### src/rtl/pipeline_sequencer_if.sv
// Handshake bundle between the pipeline datapath and its stall/flush sequencer.
// The sequencer uses the slave view; whatever drives it uses the master view.
interface pipeline_sequencer_if;
    localparam int unsigned REG_W = 5;
    localparam int unsigned SRC_W = 2;
    localparam int unsigned CNT_W = 16;

    logic             ihit;
    logic             dhit;
    logic             dREN_MEM;
    logic             dWEN_MEM;
    logic             halt_MEM;
    logic [SRC_W-1:0] PC_Src_MEM;
    logic             memtoReg_EX;
    logic [REG_W-1:0] rt_EX;
    logic [REG_W-1:0] rs_ID;
    logic [REG_W-1:0] rt_ID;

    logic             dREN;
    logic             dWEN;
    logic             pc_en;
    logic             ifid_en;
    logic             idex_en;
    logic             exmem_en;
    logic             memwb_en;
    logic             ifid_flush;
    logic             idex_flush;
    logic             exmem_flush;
    logic             halt;
    logic [CNT_W-1:0] stall_cnt;

    modport slave (
        input  ihit, dhit, dREN_MEM, dWEN_MEM, halt_MEM, PC_Src_MEM,
               memtoReg_EX, rt_EX, rs_ID, rt_ID,
        output dREN, dWEN, pc_en, ifid_en, idex_en, exmem_en, memwb_en,
               ifid_flush, idex_flush, exmem_flush, halt, stall_cnt
    );

    modport master (
        output ihit, dhit, dREN_MEM, dWEN_MEM, halt_MEM, PC_Src_MEM,
               memtoReg_EX, rt_EX, rs_ID, rt_ID,
        input  dREN, dWEN, pc_en, ifid_en, idex_en, exmem_en, memwb_en,
               ifid_flush, idex_flush, exmem_flush, halt, stall_cnt
    );
endinterface

### src/rtl/pipeline_sequencer.sv
// Five-stage pipeline sequencer: latch enables, bubble flushes, data-request gating,
// sticky halt and a saturating stall-cycle counter.
module pipeline_sequencer (
    input logic                   CLK,
    input logic                   RST,
    pipeline_sequencer_if.slave   bus
);
    localparam int unsigned CNT_W = 16;
    localparam logic [CNT_W-1:0] CNT_MAX = {CNT_W{1'b1}};

    typedef enum logic [1:0] {
        RUN    = 2'd0,
        DDONE  = 2'd1,
        HALTED = 2'd2
    } state_e;

    state_e           state_q, state_d;
    logic [CNT_W-1:0] stall_cnt_q, stall_cnt_d;
    logic             halt_q, halt_d;

    logic dreq;
    logic mem_ok;
    logic adv;
    logic lu;
    logic taken;

    always_ff @(posedge CLK or posedge RST) begin
        if (RST) begin
            state_q     <= RUN;
            stall_cnt_q <= '0;
            halt_q      <= 1'b0;
        end else begin
            state_q     <= state_d;
            stall_cnt_q <= stall_cnt_d;
            halt_q      <= halt_d;
        end
    end

    always_comb begin
        state_d     = state_q;
        stall_cnt_d = stall_cnt_q;

        dreq   = bus.dREN_MEM | bus.dWEN_MEM;
        // DDONE remembers that the data access already completed while IF was stalled.
        mem_ok = !dreq | bus.dhit | (state_q == DDONE);
        adv    = bus.ihit & mem_ok & (state_q != HALTED);
        lu     = bus.memtoReg_EX & (bus.rt_EX != 5'd0) &
                 ((bus.rt_EX == bus.rs_ID) | (bus.rt_EX == bus.rt_ID));
        taken  = adv & (bus.PC_Src_MEM != 2'b00);

        bus.idex_en     = adv;
        bus.exmem_en    = adv;
        bus.memwb_en    = adv;
        // A taken branch squashes the dependent instruction anyway, so it wins over load-use.
        bus.pc_en       = taken | (adv & !lu);
        bus.ifid_en     = taken | (adv & !lu);
        bus.ifid_flush  = taken;
        bus.idex_flush  = taken | (adv & lu);
        bus.exmem_flush = taken;

        bus.dREN = (state_q == RUN) & bus.dREN_MEM;
        bus.dWEN = (state_q == RUN) & bus.dWEN_MEM;

        case (state_q)
            RUN: begin
                if (adv & bus.halt_MEM)
                    state_d = HALTED;
                else if (dreq & bus.dhit & !bus.ihit)
                    state_d = DDONE;
            end
            DDONE: begin
                if (adv & bus.halt_MEM)
                    state_d = HALTED;
                else if (bus.ihit)
                    state_d = RUN;
            end
            HALTED:  state_d = HALTED;
            default: state_d = RUN;
        endcase

        if ((state_q != HALTED) && !adv && (stall_cnt_q != CNT_MAX))
            stall_cnt_d = stall_cnt_q + CNT_W'(1);

        halt_d = (state_d == HALTED);
    end

    assign bus.halt      = halt_q;
    assign bus.stall_cnt = stall_cnt_q;

endmodule

### src/flat_wrapper.sv
// flat-port wrapper written by rule: the top's interface ports become plain ports
module pipeline_sequencer_flat 
  (CLK, RST, bus_ihit, bus_dhit, bus_dREN_MEM, bus_dWEN_MEM, bus_halt_MEM, bus_PC_Src_MEM, bus_memtoReg_EX, bus_rt_EX, bus_rs_ID, bus_rt_ID, bus_dREN, bus_dWEN, bus_pc_en, bus_ifid_en, bus_idex_en, bus_exmem_en, bus_memwb_en, bus_ifid_flush, bus_idex_flush, bus_exmem_flush, bus_halt, bus_stall_cnt);
  pipeline_sequencer_if bus_i ();
  input logic CLK;
  input logic RST;
  input wire logic [$bits(bus_i.ihit)-1:0] bus_ihit;
  input wire logic [$bits(bus_i.dhit)-1:0] bus_dhit;
  input wire logic [$bits(bus_i.dREN_MEM)-1:0] bus_dREN_MEM;
  input wire logic [$bits(bus_i.dWEN_MEM)-1:0] bus_dWEN_MEM;
  input wire logic [$bits(bus_i.halt_MEM)-1:0] bus_halt_MEM;
  input wire logic [$bits(bus_i.PC_Src_MEM)-1:0] bus_PC_Src_MEM;
  input wire logic [$bits(bus_i.memtoReg_EX)-1:0] bus_memtoReg_EX;
  input wire logic [$bits(bus_i.rt_EX)-1:0] bus_rt_EX;
  input wire logic [$bits(bus_i.rs_ID)-1:0] bus_rs_ID;
  input wire logic [$bits(bus_i.rt_ID)-1:0] bus_rt_ID;
  output wire logic [$bits(bus_i.dREN)-1:0] bus_dREN;
  output wire logic [$bits(bus_i.dWEN)-1:0] bus_dWEN;
  output wire logic [$bits(bus_i.pc_en)-1:0] bus_pc_en;
  output wire logic [$bits(bus_i.ifid_en)-1:0] bus_ifid_en;
  output wire logic [$bits(bus_i.idex_en)-1:0] bus_idex_en;
  output wire logic [$bits(bus_i.exmem_en)-1:0] bus_exmem_en;
  output wire logic [$bits(bus_i.memwb_en)-1:0] bus_memwb_en;
  output wire logic [$bits(bus_i.ifid_flush)-1:0] bus_ifid_flush;
  output wire logic [$bits(bus_i.idex_flush)-1:0] bus_idex_flush;
  output wire logic [$bits(bus_i.exmem_flush)-1:0] bus_exmem_flush;
  output wire logic [$bits(bus_i.halt)-1:0] bus_halt;
  output wire logic [$bits(bus_i.stall_cnt)-1:0] bus_stall_cnt;
  assign bus_i.ihit = bus_ihit;
  assign bus_i.dhit = bus_dhit;
  assign bus_i.dREN_MEM = bus_dREN_MEM;
  assign bus_i.dWEN_MEM = bus_dWEN_MEM;
  assign bus_i.halt_MEM = bus_halt_MEM;
  assign bus_i.PC_Src_MEM = bus_PC_Src_MEM;
  assign bus_i.memtoReg_EX = bus_memtoReg_EX;
  assign bus_i.rt_EX = bus_rt_EX;
  assign bus_i.rs_ID = bus_rs_ID;
  assign bus_i.rt_ID = bus_rt_ID;
  assign bus_dREN = bus_i.dREN;
  assign bus_dWEN = bus_i.dWEN;
  assign bus_pc_en = bus_i.pc_en;
  assign bus_ifid_en = bus_i.ifid_en;
  assign bus_idex_en = bus_i.idex_en;
  assign bus_exmem_en = bus_i.exmem_en;
  assign bus_memwb_en = bus_i.memwb_en;
  assign bus_ifid_flush = bus_i.ifid_flush;
  assign bus_idex_flush = bus_i.idex_flush;
  assign bus_exmem_flush = bus_i.exmem_flush;
  assign bus_halt = bus_i.halt;
  assign bus_stall_cnt = bus_i.stall_cnt;
  pipeline_sequencer u_core (.CLK(CLK), .RST(RST), .bus(bus_i));
endmodule
### config.mk
export PLATFORM = sky130hd
export DESIGN_NAME = pipeline_sequencer_flat
export DESIGN_NICKNAME = d
export VERILOG_FILES = /design/src/rtl/pipeline_sequencer_if.sv /design/src/rtl/pipeline_sequencer.sv /design/src/flat_wrapper.sv
export SDC_FILE = /design/constraint.sdc
export NUM_CORES = 1
export LEC_CHECK = 0
export ABC_CLOCK_PERIOD_IN_PS = 1800
export CORE_AREA = 2 2 75 49
export CTS_BUF_LIST = sky130_fd_sc_hd__clkbuf_2
export DETAILED_ROUTE_END_ITERATION = 10
export DIE_AREA = 0 0 77 51
export GPL_TIMING_DRIVEN = 0
export PLACE_DENSITY = 0.73
export RECOVER_POWER = 100
export SLEW_MARGIN = 15
export SYNTH_ARGS = -nofsm -noshare
export SYNTH_HDL_FRONTEND = slang
export SYNTH_SLANG_ARGS = --single-unit
### constraint.sdc
create_clock -name CLK -period 1.8 [get_ports CLK]
set_clock_uncertainty 0.15 [all_clocks]
set_input_delay 0.36 -clock CLK [delete_from_list [all_inputs] [get_ports CLK]]
set_output_delay 0.36 -clock CLK [all_outputs]
set_load 0.05 [all_outputs]
==> results.sh <==
export IMPL_status="complete, but fails checks"
export IMPL_violations="setup timing"
export IMPL_path_max_fanout=4
export IMPL_grt_antenna_before_repair=0
export IMPL_max_slew_margin_pct=50.35
export IMPL_synth_edf_count=0
export IMPL_die_area_um2=3927
export IMPL_grt_busiest_layer="met2"
export IMPL_clk_latency_ns=0.34
export IMPL_cts_buffers=3
export IMPL_drtIter0Drc=58
export IMPL_fmax_mhz=448.7
export IMPL_fp_row_count=17
export IMPL_final_core_util_pct=64.56
export IMPL_hp_class="in2async"
export IMPL_htreeDepth=1
export IMPL_setup_violations=13
export IMPL_vias=1203
export IMPL_grt_pass1_vias=1090
export IMPL_antenna_cells=0
export IMPL_postSynthNetCount=143
export IMPL_clk_path_buf_depth=2
export IMPL_avgViaCountPerCell=5.076
export IMPL_root_buffer="clkbuf_2"
export IMPL_place_inst=215
export IMPL_cts_tree="done"
export IMPL_ios=52
export IMPL_final_hold_violation_count=0
export IMPL_grt_pass1_wl_mm=5.444
export IMPL_stdcell_count=237
export IMPL_io_buffers=51
export IMPL_p_per_area_nw_per_um2=1168
export IMPL_cellLeakagePower_nw=0.8912
export IMPL_die_x_um=77
export IMPL_die_h_um=51
export IMPL_synth_main_ff_cell="dfrtp_1"
export IMPL_cts_sinks=19
export IMPL_start_util_pct=35.89
export IMPL_place_hpwl_mm=2.595
export IMPL_max_cap_viol_count=0
export IMPL_nNetsFinal=217
export IMPL_synth_cell_types=38
export IMPL_yosysWarnings=0
export IMPL_wl_per_cell_um=15.63
export IMPL_first_pass_iters=4
export IMPL_endpoint_kind="primary output"
export IMPL_min_period_ns=2.229
export IMPL_period_share_pct=123.8
export IMPL_critical_path_class="reg2out"
export IMPL_ir_worst_vdd_v=0.0008434
export IMPL_tightest_slew_ns=0.7439
export IMPL_grt_max_degree=20
export IMPL_grt_overflow=0
export IMPL_ant_nets=0
export IMPL_seq_area_frac_synth_pct=39.42
export IMPL_drc=0
export IMPL_drive_above_1_share_pct=56.84
export IMPL_p_total_mw=2.535
export IMPL_worstSetupStartpointType="register"
export IMPL_synth_seq_cells=19
export IMPL_rsz0062_at_grt="yes"
export IMPL_met1_usage_pct=25.83
export IMPL_syn2layout_area_growth_pct=79.88
export IMPL_core_area_um2=3361
export IMPL_required_ns=1.29
export IMPL_gr_usage_met2_pct=27.92
export IMPL_async_reset_ff_share_pct=100.0
export IMPL_drv_slew=0
export IMPL_hold_buffers=0
export IMPL_gr_usage_met3_pct=2.120
export IMPL_syn_area_per_cell_um2=10.31
export IMPL_dp_worst_setup_slack_ns=-1.429
export IMPL_syn_area_um2=1206
export IMPL_synthCells=117
export IMPL_cp_arrival_ns=1.72
export IMPL_drt_total_wl_mm=3.704
export IMPL_place_gp_congestion=0.8219
export IMPL_grt_total_usage_pct=17.53
export IMPL_clk_pin_slew_ns=0.21
export IMPL_setup_ws_ns=-0.4287
[synthesized netlist by cell type, types with 2 or more instances]
| master | n | area [µm²] |
|---|---|---|
| xnor2_1 | 21 | 183.9 |
| dfrtp_1 | 19 | 475.5 |
| nand3_1 | 8 | 40.04 |
| and3_1 | 7 | 43.79 |
| nand2_1 | 7 | 26.28 |
| inv_1 | 5 | 18.77 |
| nand4_1 | 5 | 31.28 |
| buf_4 | 4 | 30.03 |
| nor2_1 | 4 | 15.01 |
| o211ai_1 | 4 | 30.03 |
| a41o_2 | 2 | 22.52 |
| and4_1 | 2 | 17.52 |
| mux2_1 | 2 | 22.52 |
| nand4b_1 | 2 | 17.52 |
| o21ai_0 | 2 | 10.01 |
[sequential cells by signal, summed over array words and instances (netlist names)]
| signal | flops |
|---|---|
| u_core.bus.halt | 1 |
| u_core.bus.stall_cnt | 16 |
| u_core.state_q | 2 |
[kinds of logic after synthesis]
| group | count (synthesis) | synth area share (%) |
|---|---|---|
| adder cells (fa/ha/maj) | 2 | 1.867 |
| multiplexers | 4 | 4.045 |
| flip-flops | 19 | 39.42 |
| XOR/XNOR | 21 | 15.25 |
| AO/OA/AOI/OAI | 17 | 12.35 |
| buffers and inverters | 10 | 4.979 |
| AND/OR/NAND/NOR | 44 | 22.10 |
[what timing repair did]
item | in CTS | in global routing
pin swaps | 12 | 9
gates cloned | 1 | 0
resized for setup | 149 | 32
endpoints found under the setup margin | 42 | 33
setup buffers | 12 | 9
[worst max-delay path, stage by stage (launching register included)]
cell,delay (ns)
dfrtp_1,0.42
inv_2,0.05
maj3_2,0.35
nand2_4,0.13
clkinvlp_4,0.15
buf_8,0.14
buf_8,0.14
[where the power goes]
part / total (mW) / switching [mW] / internal [mW]
clock: 0.195 / 0.145 / 0.0503
combinational: 1.68 / 0.924 / 0.758
sequential: 0.658 / 0.120 / 0.538
[final cells by class]
| cell class | count | area, µm² |
|---|---|---|
| Clock buffer | 3 | 15.01 |
| Multi-Input combinational cell | 88 | 865.8 |
| Timing Repair Buffer | 70 | 653.1 |
| Buffer | 4 | 52.55 |
| Tap cell | 47 | 58.81 |
| Fill cell | 280 | 1191 |
| Sequential cell | 19 | 494.2 |
| Clock inverter | 1 | 5.005 |
| Inverter | 5 | 25.02 |
[stage by stage]
step / setup TNS [ns] / area, µm² / hold WS, ns
global placement: -18.59 / 1912 / 0.3287
detailed placement: -19.24 / 1912 / 0.3172
global route: -3.735 / 2170 / 0.3296
CTS: -2.805 / 2064 / 0.2904
finish: -2.975 / 2170 / 0.2610
floorplan: -1.346 / 1343 / 0.1601
[path summary, 6_finish.rpt]
check	from	to	slack [ns]	cells past startpoint
max	u_core.state_q[1]	bus_idex_en	-0.43	6
min	RST	u_core.bus.stall_cnt[3]	0.26	2
max reg2reg	u_core.state_q[1]	u_core.bus.stall_cnt[1]	-0.02	6
min reg2reg	u_core.bus.stall_cnt[13]	u_core.bus.stall_cnt[13]	0.36	1
max in group asynchronous	RST	u_core.bus.stall_cnt[2]	0.70	2
min in group CLK	bus_dhit	u_core.state_q[0]	0.34	3
[metal layers]
metal	wire [µm]	vias to the layer above
li1	-	575
met1	1676	595
met2	1887	31
met3	127	2
met4	12	0
met5	0	-
[cell usage in the layout, fill, tap and decap left out, drive strengths merged, types with 2 or more instances in the layout]
cell type,count
o211ai,4
a41o,2
dlygate4sd2,12
xnor2,21
clkbuf,10
buf,37
nand2,7
mux2,4
nand3,8
clkdlybuf4s50,9
o21ai,3
nand4b,2
and4,3
nor2,4
clkdlybuf4s15,9
nand4,6
inv,4
a211oi,2
dfrtp,19
and3,7
Power figures use the tool's default switching activity.
